`src/rtl/coolgirl_cfg_regs.sv`:
```
// rtl/coolgirl_cfg_regs.sv - CoolGirl shadowed configuration register bank with atomic commit and lock
module coolgirl_cfg_regs #(
  parameter int unsigned  MAPPER_BITS    = 6,
  parameter logic [6:0]   PRG_MASK_RESET = 7'b1111000
) (
  input  logic                   m2,
  input  logic                   reset,
  input  logic                   romsel,
  input  logic                   cpu_rw_in,
  input  logic [14:0]            cpu_addr_in,
  input  logic [7:0]             cpu_data_in,
  output logic [12:0]            cpu_base,
  output logic [6:0]             prg_mask,
  output logic [4:0]             chr_mask,
  output logic [1:0]             sram_page,
  output logic [MAPPER_BITS-1:0] mapper_sel,
  output logic                   sram_enabled,
  output logic                   map_rom_on_6000,
  output logic                   prg_write_enabled,
  output logic                   chr_write_enabled,
  output logic                   four_screen,
  output logic                   cfg_locked,
  output logic                   commit_pulse
);

  logic [12:0]            sh_base;
  logic [6:0]             sh_prg_mask;
  logic [4:0]             sh_chr_mask;
  logic [1:0]             sh_sram_page;
  logic [MAPPER_BITS-1:0] sh_mapper;
  logic                   sh_sram_enabled;
  logic                   sh_map_rom_on_6000;
  logic                   sh_prg_write_enabled;
  logic                   sh_chr_write_enabled;
  logic                   sh_four_screen;

  logic       wr;
  logic       wr_en;
  logic [2:0] reg_idx;
  logic       commit;
  logic       lock_req;
  logic       unused_addr;

  assign wr       = !cpu_rw_in && romsel && (cpu_addr_in[14:12] == 3'b101);
  assign wr_en    = wr && !cfg_locked;
  assign reg_idx  = cpu_addr_in[2:0];
  assign commit   = wr_en && (reg_idx == 3'd6) && cpu_data_in[0];
  assign lock_req = wr_en && (reg_idx == 3'd6) && cpu_data_in[7];

  // The bank mirrors every 8 bytes across $5000-$5FFF.
  assign unused_addr = &{1'b0, cpu_addr_in[11:3]};

  always_ff @(negedge m2 or posedge reset) begin
    if (reset) begin
      sh_base              <= '0;
      sh_prg_mask          <= PRG_MASK_RESET;
      sh_chr_mask          <= '0;
      sh_sram_page         <= '0;
      sh_mapper            <= '0;
      sh_sram_enabled      <= 1'b0;
      sh_map_rom_on_6000   <= 1'b0;
      sh_prg_write_enabled <= 1'b0;
      sh_chr_write_enabled <= 1'b0;
      sh_four_screen       <= 1'b0;
    end else if (wr_en) begin
      case (reg_idx)
        3'd0: sh_base[12:5] <= cpu_data_in;
        3'd1: sh_base[4:0]  <= cpu_data_in[7:3];
        3'd2: sh_prg_mask   <= cpu_data_in[6:0];
        3'd3: sh_chr_mask   <= cpu_data_in[4:0];
        3'd4: sh_mapper     <= MAPPER_BITS'(cpu_data_in);
        3'd5: begin
          sh_sram_page         <= cpu_data_in[1:0];
          sh_sram_enabled      <= cpu_data_in[2];
          sh_map_rom_on_6000   <= cpu_data_in[3];
          sh_prg_write_enabled <= cpu_data_in[4];
          sh_chr_write_enabled <= cpu_data_in[5];
          sh_four_screen       <= cpu_data_in[6];
        end
        default: ;
      endcase
    end
  end

  // Active set is loaded from the shadows in one edge so mappings switch atomically.
  always_ff @(negedge m2 or posedge reset) begin
    if (reset) begin
      cpu_base          <= '0;
      prg_mask          <= PRG_MASK_RESET;
      chr_mask          <= '0;
      sram_page         <= '0;
      mapper_sel        <= '0;
      sram_enabled      <= 1'b0;
      map_rom_on_6000   <= 1'b0;
      prg_write_enabled <= 1'b0;
      chr_write_enabled <= 1'b0;
      four_screen       <= 1'b0;
      cfg_locked        <= 1'b0;
      commit_pulse      <= 1'b0;
    end else begin
      commit_pulse <= commit;
      if (lock_req) begin
        cfg_locked <= 1'b1;
      end
      if (commit) begin
        cpu_base          <= sh_base;
        prg_mask          <= sh_prg_mask;
        chr_mask          <= sh_chr_mask;
        sram_page         <= sh_sram_page;
        mapper_sel        <= sh_mapper;
        sram_enabled      <= sh_sram_enabled;
        map_rom_on_6000   <= sh_map_rom_on_6000;
        prg_write_enabled <= sh_prg_write_enabled;
        chr_write_enabled <= sh_chr_write_enabled;
        four_screen       <= sh_four_screen;
      end
    end
  end

endmodule

```
`config.mk`:
```
export PLATFORM = sky130hd
export DESIGN_NAME = coolgirl_cfg_regs
export DESIGN_NICKNAME = d
export VERILOG_FILES = /design/src/rtl/coolgirl_cfg_regs.sv
export SDC_FILE = /design/constraint.sdc
export NUM_CORES = 1
export LEC_CHECK = 0
export CORE_AREA = 2 2 114 116
export CTS_CLUSTER_SIZE = 30
export DETAILED_ROUTE_END_ITERATION = 10
export DIE_AREA = 0 0 116 118
export PLACE_DENSITY = 0.46
export RECOVER_POWER = 100
export SLEW_MARGIN = 20
export SYNTH_ARGS = -nofsm -noshare
export SYNTH_HDL_FRONTEND = slang
export SYNTH_SLANG_ARGS = --single-unit
export TNS_END_PERCENT = 1
```
`constraint.sdc`:
```
create_clock -name m2 -period 3.65 [get_ports m2]
set_input_delay 0.5475 -clock m2 [delete_from_list [all_inputs] [get_ports m2]]
set_output_delay 0.5475 -clock m2 [all_outputs]
set_load 0.05 [all_outputs]
```
==> out/results.tsv, run 1 <==
stage	metric	value	unit
timing	final hold vios	0	
layout	Area growth syn-to-layout	39.8	%
power_and_ir_drop	peak supply drop	0.161	mV
layout	most common cell after layout, fill and taps aside	dfrtn_1	
drt	via count	1820	
logic_synthesis	Synth area leader	dfrtn_1	
global_route	total track usage	11.2	%
drt	wire length per cell	15.6	um
clocking	cts bufs inserted	9	
logic_synthesis	syn_nets	205	
critical_path	critical path class	in2reg	
power_and_ir_drop	Leak	2.16	nW
clocking	clock sink count	78	
floorplanning	die width	116	um
critical_path	CP Max Fanout	7	
timing	RSZ-0062 raised after global routing	false	
logic_synthesis	area fraction of the dominant cell type after synthesis	57.5	%
hold_path	Hold WC Path Type	reg2reg	
drt	Via density	4.03	
clocking	clk slew on worst S/H paths	0.05	ns
layout	final non-filler cell total	452	
clocking	Max clock buf depth	2	
floorplanning	Rows	41	
global_route	vias in the first global route	2006	
placed_design	# placed instances	421	
logic_synthesis	Area contributors post-synth	dfrtn_1 58%, mux2_2 25%, dfstp_2 6.9%	
floorplanning	Die Y	118	um
drt	DRC viols	0	
placed_design	DP HPWL	4580	um
clocking	htree depth	3	
floorplanning	core area	12400	um2
timing	Max-slew headroom	46.2	%
hold_path	worst min-delay path startpoint	sh_chr_mask[0]$_DFFE_NP0P_	
global_route	antenna violations before repair	0	
critical_path	critical path startpoint category	primary input	
critical_path	Required @ worst endpoint	2.00	ns
drt	Detailed Route WL	7050	um
floorplanning	io pins	67	
global_route	grt ovf	0	
timing	Worst Skew	0.0527	ns
placed_design	placer congestion estimate	0.700	
outcome	outcome	finished clean	
clocking	Worst-Skew Late Latency	0.39	ns
clocking	CTS tree	yes	
layout	nets	302	
layout	Fill cells	1261	
logic_synthesis	synthesized area	3050	um2
logic_synthesis	sequential cell area fraction in the yosys report	64.4	%
drt	Routed Antenna Nets	0	
critical_path	worst endpoint data arrival time	1.95	ns
logic_synthesis	count of cell types in the netlist	23	
critical_path	crit path cell chain	dlygate4sd2_1 -> nand3b_1 -> buf_6 -> buf_4 -> nor4b_4 -> buf_12 -> mux2_4	
placed_design	I/O Buffers	57	
layout	# diodes	0	
clocking	hold_buf cts	0	
critical_path	Largest stage delay, worst path	0.31	ns
layout	fin util	34.3	%
layout	most frequent cells in the layout	70 x dfrtn_1, 61 x mux2_2, 39 x clkbuf_2, 10 x buf_4, 9 x clkbuf_16	
global_route	largest net degree at the start of global routing	46	
power_and_ir_drop	power per cell area	465	nW/um2
timing	final setup fails	0	
drt	Iter 0 DRT Violations	51	
floorplanning	Starting Density	24.5	%
layout	Finished Cell Area	4260	um2
critical_path	Critical path origin	cpu_addr_in[2]	
layout	share of cells above drive strength 1	57.1	%
clocking	CTS root buf	clkbuf_16	
flow_run	total of max-cap violations	0	
placed_design	Post-DP Area	4410	um2
critical_path	Worst setup EP type	register	
logic_synthesis	Yosys warnings	0	
logic_synthesis	Post-Synthesis Cells	178	
timing	max-slew violations	0	
timing	Worst-Margin Slew	0.806	ns
global_route	first-pass GRT wire length	11400	um
floorplanning	die area	13700	um2
critical_path	slowest CP cell	nor4b_4	
critical_path	worst reg2reg startpoint	cfg_locked$_DFFE_NP0P_	
logic_synthesis	Syn Area/Cell	17.1	um2
logic_synthesis	#FFs+latches synth	78	
drt	drt pass-1 iters	2	
## where the power goes
group / switching, mW / internal [mW] / total [mW]
sequential: 0.0191 / 0.914 / 0.933
combinational: 0.0645 / 0.0609 / 0.125
clock: 0.381 / 0.541 / 0.922
total: 0.464 / 1.52 / 1.98
## worst max-delay path: cells and delay by family
family	cells	cell delay, ns
buf+inv	4	0.67
mux	1	0.30
simple gates	2	0.42
## state kept, by name (all words and copies together), names as in the netlist, 2 cells and up
| register | flops |
|---|---|
| cpu_base | 13 |
| sh_base | 13 |
| prg_mask | 7 |
| sh_prg_mask | 7 |
| mapper_sel | 6 |
| sh_mapper | 6 |
| chr_mask | 5 |
| sh_chr_mask | 5 |
| sh_sram_page | 2 |
| sram_page | 2 |
## synth_stat cells
cell type	instances
buf_2	2
buf_6	1
mux2_1	3
or4_4	1
nand4bb_4	1
buf_4	2
and4_1	1
nor4b_4	1
and4bb_2	1
nand3b_1	2
nor2_1	2
nand4b_1	1
mux2_2	67
nor3b_1	1
dfstp_2	8
nor2b_1	1
nor3_2	1
dfrtn_1	70
nand3_1	2
mux2_4	6
clkbuf_1	1
inv_1	2
a31o_2	1
## what timing repair did
action	in CTS	in global routing
pin swaps	5	3
gates resized for setup	18	12
setup buffers	4	2
endpoints found under the setup margin	72	45
cloned	2	0
## layer usage
metal / routed length (um) / global-route usage, %
met1: 3410 / 15.3
met4: 108 / 4.02
met3: 307 / 3.40
met5: 0 / 0
met2: 3220 / 16.7
## worst paths after layout
| kind | endpoint | cells past startpoint | slack, ns |
|---|---|---|---|
| max | sh_chr_write_enabled$_DFFE_NP0P_ | 7 | 0.06 |
| min | chr_mask[0]$_DFFE_NP0P_ | 1 | 0.44 |
| max reg2reg | sh_chr_write_enabled$_DFFE_NP0P_ | 5 | 1.90 |
| min reg2reg | chr_mask[0]$_DFFE_NP0P_ | 1 | 0.44 |
| max in group asynchronous | cpu_base[2]$_DFFE_NP0P_ | 3 | 0.46 |
| min in group asynchronous | cpu_base[5]$_DFFE_NP0P_ | 3 | 2.62 |
## stage by stage
step | total power [mW] | hold slack, ns | setup slack (ns) | TNS [ns]
after floorplan | 1.03 | 0.413 | -0.0327 | -0.409
after global placement | 1.11 | 0.435 | -0.525 | -33.36
after detailed placement | 1.11 | 0.440 | -0.541 | -34.72
after CTS | 2.04 | 0.440 | -0.0144 | -0.0765
after global routing | 2.08 | 0.462 | 0.00452 | 0
final | 1.98 | 0.436 | 0.0581 | 0
## cells by family after synthesis
logic type | synth area share, %
flip-flops | 64.4
multiplexers | 28.8
AND/OR/NAND/NOR | 4.89
buffers and inverters | 1.56
AO/OA/AOI/OAI | 0.288
## final cells by class
class                      instances  area, um2  area share [%]
timing repair buffer              85        699            16.4
multi-input combinational         92       1050            24.7
clock buffer                       9        225            5.29
sequential                        78       1960            46.1
clock inverter                    15        100            2.35
tap                              172        215            5.06
inverter                           1       5.00           0.118
Note: power is estimated with default switching activity, not from simulation.
==> run 2, diff against run 1 <==
Settings changed: CORE_AREA 2 2 114 116 to 2 2 91 93, DIE_AREA 0 0 116 118 to 0 0 93 95, PLACE_DENSITY 0.46 to 0.65.
==> run 2 against run 1 <==
Against the previous run:
- register-to-register slack about the same
- global-route usage is 4.3 points higher
- cell count down 17%
- setup slack worse by 0.018 ns
- count of clock-buffer cells in the layout is the same
- cell area decreased by 6.8%
- worst hold slack got worse by 0.00078 ns
==> out/results.tsv, run 2 (synthesized netlist as in run 1, its figures left out) <==
stage	metric	value	unit	change
outcome	outcome	finished clean		
floorplanning	Die Y	95	um	-19%
flow_run	total of max-cap violations	0		unchanged
placed_design	I/O Buffers	57		unchanged
timing	max-slew violations	0		unchanged
critical_path	Largest stage delay, worst path	0.56	ns	+0.25 ns
floorplanning	core area	7930	um2	-36%
drt	Iter 0 DRT Violations	33		-35%
floorplanning	io pins	67		unchanged
clocking	clock sink count	78		unchanged
drt	Routed Antenna Nets	0		unchanged
floorplanning	Starting Density	38.4	%	+14 points
critical_path	Buf+Inv Stages, Crit Path	1		-3
drt	wire length per cell	17.0	um	+8.7%
floorplanning	die width	93	um	-20%
clocking	hold_buf cts	0		unchanged
floorplanning	Rows	33		-20%
timing	Worst Skew	0.0639	ns	+0.0112 ns
critical_path	worst reg2reg endpoint	sh_mapper[1]$_DFFE_NP0P_		
clocking	Max clock buf depth	2		unchanged
layout	Area growth syn-to-layout	30.3	%	
global_route	first-pass GRT wire length	10200	um	-10%
critical_path	R2R depth	3		-2
critical_path	worst endpoint data arrival time	1.97	ns	+0.02 ns
layout	# diodes	0		unchanged
timing	final hold vios	0		unchanged
drt	Via density	4.77		+18%
drt	Detailed Route WL	6380	um	-9.6%
layout	most common cell after layout, fill and taps aside	dfrtn_1		
clocking	cts bufs inserted	9		unchanged
global_route	total track usage	15.5	%	+4.3 points
hold_path	Hold WC Path Type	reg2reg		
timing	final setup fails	0		unchanged
placed_design	# placed instances	349		-17%
critical_path	Required @ worst endpoint	2.01	ns	about the same
critical_path	r2r setup slk	1.91	ns	about the same
critical_path	critical path class	in2reg		
clocking	CTS tree	yes		
power_and_ir_drop	power per cell area	421	nW/um2	-9.4%
layout	largest registers	cpu_base x13, sh_base x13		
layout	most frequent cells in the layout	70 x dfrtn_1, 66 x mux2_2, 39 x clkbuf_2, 9 x clkbuf_8		
critical_path	worst reg2reg startpoint	cfg_locked$_DFFE_NP0P_		
power_and_ir_drop	Leak	2.05	nW	-5.4%
placed_design	DP HPWL	4180	um	-8.8%
clocking	clk slew on worst S/H paths	0.06	ns	about the same
clocking	CTS root buf	clkbuf_8		
layout	nets	293		-3.0%
global_route	grt ovf	0		unchanged
clocking	Worst-Skew Late Latency	0.39	ns	about the same
drt	via count	1793		-1.5%
timing	Worst-Margin Slew	1.14	ns	+0.338 ns
critical_path	critical path's top delay family	simple AND/OR/NAND/NOR gates		
layout	share of cells above drive strength 1	58.3	%	+1.2 points
hold_path	worst min-delay path startpoint	sh_four_screen$_DFFE_NP0P_		
hold_path	Hold Path Depth	1		unchanged
critical_path	CP Max Fanout	6		-1
clocking	htree depth	3		unchanged
power_and_ir_drop	Pwr Total	1.67	mW	-16%
drt	drt pass-1 iters	4		+2
layout	final non-filler cell total	376		-17%
placed_design	placer congestion estimate	0.780		+11%
critical_path	critical path startpoint category	primary input		
global_route	vias in the first global route	1927		-3.9%
timing	RSZ-0062 raised after global routing	true		
global_route	largest net degree at the start of global routing	47		+2.2%
layout	fin util	50.1	%	+16 points
hold_path	Hold Path End	sh_four_screen$_DFFE_NP0P_		
drt	DRC viols	0		unchanged
global_route	antenna violations before repair	0		unchanged
critical_path	slowest CP cell	or4_4		
timing	Max-slew headroom	23.7	%	-23 points
power_and_ir_drop	peak supply drop	0.328	mV	+100%
critical_path	Worst setup EP type	register		
floorplanning	die area	8840	um2	-35%
critical_path	crit path cell chain	dlygate4sd2_1 -> nand3b_1 -> or4_4 -> mux2_4		
timing	Fin Setup TNS	0	ns	unchanged
-- run 2: worst max-delay path by stage --
stage / cells after the start / endpoint / from
2_1_floorplan: 5 / chr_mask[1]$_DFFE_NP0P_ / cpu_addr_in[13]
3_3_place_gp: 4 / sh_mapper[2]$_DFFE_NP0P_ / romsel
3_5_place_dp: 5 / chr_mask[4]$_DFFE_NP0P_ / cpu_addr_in[13]
4_1_cts: 6 / chr_mask[4]$_DFFE_NP0P_ / cpu_data_in[0]
5_1_grt: 6 / cpu_base[0]$_DFFE_NP0P_ / cpu_addr_in[13]
6_report: 4 / sh_mapper[1]$_DFFE_NP0P_ / cpu_addr_in[13]
-- run 2: timing repair --
| action | 4_1_cts | 5_1_grt |
|---|---|---|
| setup endpoints to repair | 68 | 34 |
| pin swaps | 4 | 2 |
| resized for setup | 12 | 2 |
| gates cloned | 1 | 1 |
| buffers inserted | 2 | 0 |
-- run 2: cell type report --
cell class	count	area, um2
Fill cell	711	3960
Sequential cell	78	1960
Multi-Input combinational cell	92	1050
Timing Repair Buffer	76	613
Tap cell	105	131
Clock buffer	9	124
Clock inverter	15	85.1
Inverter	1	7.51
-- run 2: power breakdown --
| group | switching, mW | internal [mW] |
|---|---|---|
| logic | 0.0619 | 0.0580 |
| registers | 0.0196 | 0.912 |
| clock network | 0.357 | 0.264 |
| total | 0.439 | 1.23 |
-- run 2: per-layer routing --
| metal | global-route usage, % | up-vias | wire, um |
|---|---|---|---|
| met4 | 4.04 | 0 | 39 |
| met3 | 4.95 | 4 | 256 |
| li1 | - | 816 | - |
| met2 | 25.7 | 43 | 3210 |
| met5 | 0 | - | 0 |
| met1 | 19.7 | 930 | 2870 |
-- run 2: through the flow --
stage / hold WS (ns) / area (um2) / setup WS, ns
2_1_floorplan: 0.413 / 3050 / -0.0327
3_3_place_gp: 0.424 / 4260 / -0.503
3_5_place_dp: 0.440 / 4260 / -0.521
4_1_cts: 0.441 / 4500 / -0.0103
5_1_grt: 0.459 / 3970 / -0.0181
6_report: 0.435 / 3970 / 0.0403
==> run 3, diff against run 2 <==
--- a/config.mk
+++ b/config.mk
@@ -11,3 +11,3 @@
 export DIE_AREA = 0 0 93 95
-export PLACE_DENSITY = 0.65
+export PLACE_DENSITY = 0.61
 export RECOVER_POWER = 100
--- a/constraint.sdc
+++ b/constraint.sdc
@@ -3,2 +3,2 @@
 set_output_delay 0.5475 -clock m2 [all_outputs]
-set_load 0.05 [all_outputs]
+set_load 0.01 [all_outputs]
==> run 3 against run 2 <==
Against the previous run:
- first-iteration DRC count grew to 3.6 times the previous value
- register-to-register slack about the same
- worst hold slack lost 0.0087 ns
- utilization increased by 1.8 points
- sequential share of layout area fell by 1.7 points
- largest power group unchanged
- die area did not move
- via count rose by 0.17%
- cell area grew 3.6%
- flip-flop and latch count did not move
- clock skew decreased by 0.0069 ns
- total power rose by 5.1%
==> out/results.tsv, run 3 (synthesized netlist as in run 1, its figures left out) <==
stage	metric	value	unit	change
floorplanning	Starting Density	38.4	%	unchanged
drt	DRC viols	0		unchanged
critical_path	critical path class	in2reg		
layout	Fill cells	729		+2.5%
timing	final worst slack	0.0363	ns	-0.00395 ns
power_and_ir_drop	combinational power share	6.0	%	-1.2 points
clocking	cts bufs inserted	9		unchanged
critical_path	critical path startpoint category	primary input		
clocking	Worst-Skew Late Latency	0.39	ns	about the same
global_route	grt ovf	0		unchanged
layout	most common cell after layout, fill and taps aside	dfrtn_1		
timing	Worst-Margin Slew	0.781	ns	-0.363 ns
power_and_ir_drop	clock power share	40.9	%	+3.8 points
critical_path	Critical path origin	cpu_rw_in		
critical_path	slowest CP cell	mux2_2		
placed_design	I/O Buffers	57		unchanged
critical_path	worst reg2reg endpoint	cpu_base[2]$_DFFE_NP0P_		
critical_path	worst reg2reg startpoint	cfg_locked$_DFFE_NP0P_		
power_and_ir_drop	part of the power in registers	53.0	%	-2.7 points
clocking	CTS root buf	clkbuf_8		
critical_path	Largest stage delay, worst path	0.33	ns	-0.23 ns
timing	final hold vios	0		unchanged
floorplanning	core area	7930	um2	unchanged
drt	Via density	4.74		-0.63%
clocking	clock sink count	78		unchanged
clocking	Max clock buf depth	2		unchanged
critical_path	crit path cell chain	dlygate4sd2_1 -> nand4bb_4 -> nor3_4 -> buf_6 -> clkbuf_16 -> mux2_2		
hold_path	Hold WC Path Type	reg2reg		
floorplanning	die width	93	um	unchanged
clocking	htree depth	3		unchanged
power_and_ir_drop	internal power	1.36	mW	+10%
layout	most frequent cells in the layout	70 x dfrtn_1, 67 x mux2_2, 46 x dlygate4sd2_1, 13 x buf_4		
timing	final setup fails	0		unchanged
critical_path	Required @ worst endpoint	2.00	ns	about the same
critical_path	Buf+Inv Stages, Crit Path	3		+2
placed_design	DP HPWL	4020	um	-3.8%
outcome	outcome	finished clean		
layout	nets	297		+1.4%
power_and_ir_drop	Leak	2.20	nW	+7.4%
placed_design	placer congestion estimate	0.770		-1.2%
timing	max-slew violations	0		unchanged
critical_path	critical path's top delay family	buffers and inverters		
critical_path	worst setup path end	cpu_base[2]$_DFFE_NP0P_		
timing	RSZ-0062 raised after global routing	false		
power_and_ir_drop	power per cell area	427	nW/um2	+1.4%
drt	Iter 0 DRT Violations	118		+260%
flow_run	total of max-cap violations	0		unchanged
critical_path	worst endpoint data arrival time	1.96	ns	about the same
floorplanning	die area	8840	um2	unchanged
timing	Worst Skew	0.0571	ns	-0.00689 ns
floorplanning	io pins	67		unchanged
layout	fin util	51.9	%	+1.8 points
layout	Area growth syn-to-layout	35.0	%	
drt	drt pass-1 iters	4		unchanged
clocking	CTS tree	yes		
critical_path	r2r setup slk	1.90	ns	about the same
critical_path	critical path depth in cells	6		+2
drt	wire length per cell	16.5	um	-2.5%
critical_path	Worst setup EP type	register		
layout	largest registers	cpu_base x13, sh_base x13		
drt	via count	1796		+0.17%
power_and_ir_drop	peak supply drop	0.228	mV	-30%
layout	share of cells above drive strength 1	42.7	%	-16 points
layout	# diodes	0		unchanged
clocking	clk slew on worst S/H paths	0.05	ns	about the same
drt	Routed Antenna Nets	0		unchanged
global_route	antenna violations before repair	0		unchanged
power_and_ir_drop	switch share	22.6	%	-3.6 points
floorplanning	Rows	33		unchanged
global_route	vias in the first global route	1848		-4.1%
drt	Detailed Route WL	6270	um	-1.7%
timing	Max-slew headroom	47.6	%	+24 points
critical_path	R2R depth	5		+2
floorplanning	Die Y	95	um	unchanged
global_route	total track usage	15.0	%	-0.44 points
placed_design	pre-CTS WS	-0.528	ns	-0.00708 ns
power_and_ir_drop	NetSw	0.397	mW	-9.5%
critical_path	CP Max Fanout	7		+1
global_route	largest net degree at the start of global routing	45		-4.3%
global_route	first-pass GRT wire length	9780	um	-3.9%
run 3: changes by cell type in the layout (fill, tap and decap cells not counted), moves of 5 or more:
cell | before | now
mux2_1 | 3 | 9
buf_4 | 8 | 13
dlygate4sd2_1 | 8 | 46
clkinvlp_4 | 5 | 0
clkbuf_2 | 39 | 1
mux2_4 | 7 | 0
run 3: through the flow:
stage               cell area (um2)  cells  hold slack, ns  TNS [ns]  total power, mW
global route                   4110    379           0.449         0             1.84
finish                         4110    379           0.426         0             1.76
detailed placement             3880    353           0.432    -31.66             1.08
floorplan                      3050    178           0.413    -0.408             1.02
global placement               3880    353           0.427    -30.47             1.08
CTS                            4060    375           0.436         0             1.79
run 3: area by class of cell:
type / instances / area [um2] / share of cell area [%]
multi-input cells: 92 / 1010 / 24.6
repair buffers: 80 / 766 / 18.6
inverters: 1 / 5.00 / 0.122
clock inverters: 14 / 114 / 2.77
flip-flops and latches: 78 / 1960 / 47.7
clock buffers: 9 / 124 / 3.01
well taps: 105 / 131 / 3.19
run 3: repair_timing:
item,in CTS,in global routing
setup buffers,0,2
endpoints found under the setup margin,91,34
cloned,0,2
pin swaps,1,1
hold buffers,0,0
endpoints found under the hold margin,0,0
gates resized for setup,48,7
run 3: worst min-delay path by stage:
| stage | slack (ns) | cells past startpoint | endpoint | start |
|---|---|---|---|---|
| floorplan | 0.41 | 1 | sh_four_screen$_DFFE_NP0P_ | sh_four_screen$_DFFE_NP0P_ |
| global placement | 0.43 | 1 | sh_four_screen$_DFFE_NP0P_ | sh_four_screen$_DFFE_NP0P_ |
| detailed placement | 0.43 | 1 | sh_four_screen$_DFFE_NP0P_ | sh_four_screen$_DFFE_NP0P_ |
| CTS | 0.44 | 1 | sh_four_screen$_DFFE_NP0P_ | sh_four_screen$_DFFE_NP0P_ |
| global route | 0.45 | 1 | sh_four_screen$_DFFE_NP0P_ | sh_four_screen$_DFFE_NP0P_ |
| finish | 0.43 | 1 | chr_mask[0]$_DFFE_NP0P_ | chr_mask[0]$_DFFE_NP0P_ |
run 3: per-layer routing:
| metal | GRT usage [%] | up-vias | routed length, um |
|---|---|---|---|
| li1 | - | 827 | - |
| met1 | 20.4 | 919 | 3090 |
| met2 | 22.3 | 41 | 2770 |
| met3 | 5.35 | 9 | 317 |
| met4 | 5.51 | 0 | 91 |
| met5 | 0 | - | 0 |
run 3: power by group through the flow:
stage	clock network (mW)	logic, mW	registers [mW]
floorplan	0.0152	0.0592	0.942
global placement	0.0152	0.117	0.946
detailed placement	0.0152	0.120	0.947
CTS	0.739	0.114	0.932
global route	0.785	0.117	0.937
finish	0.719	0.106	0.932
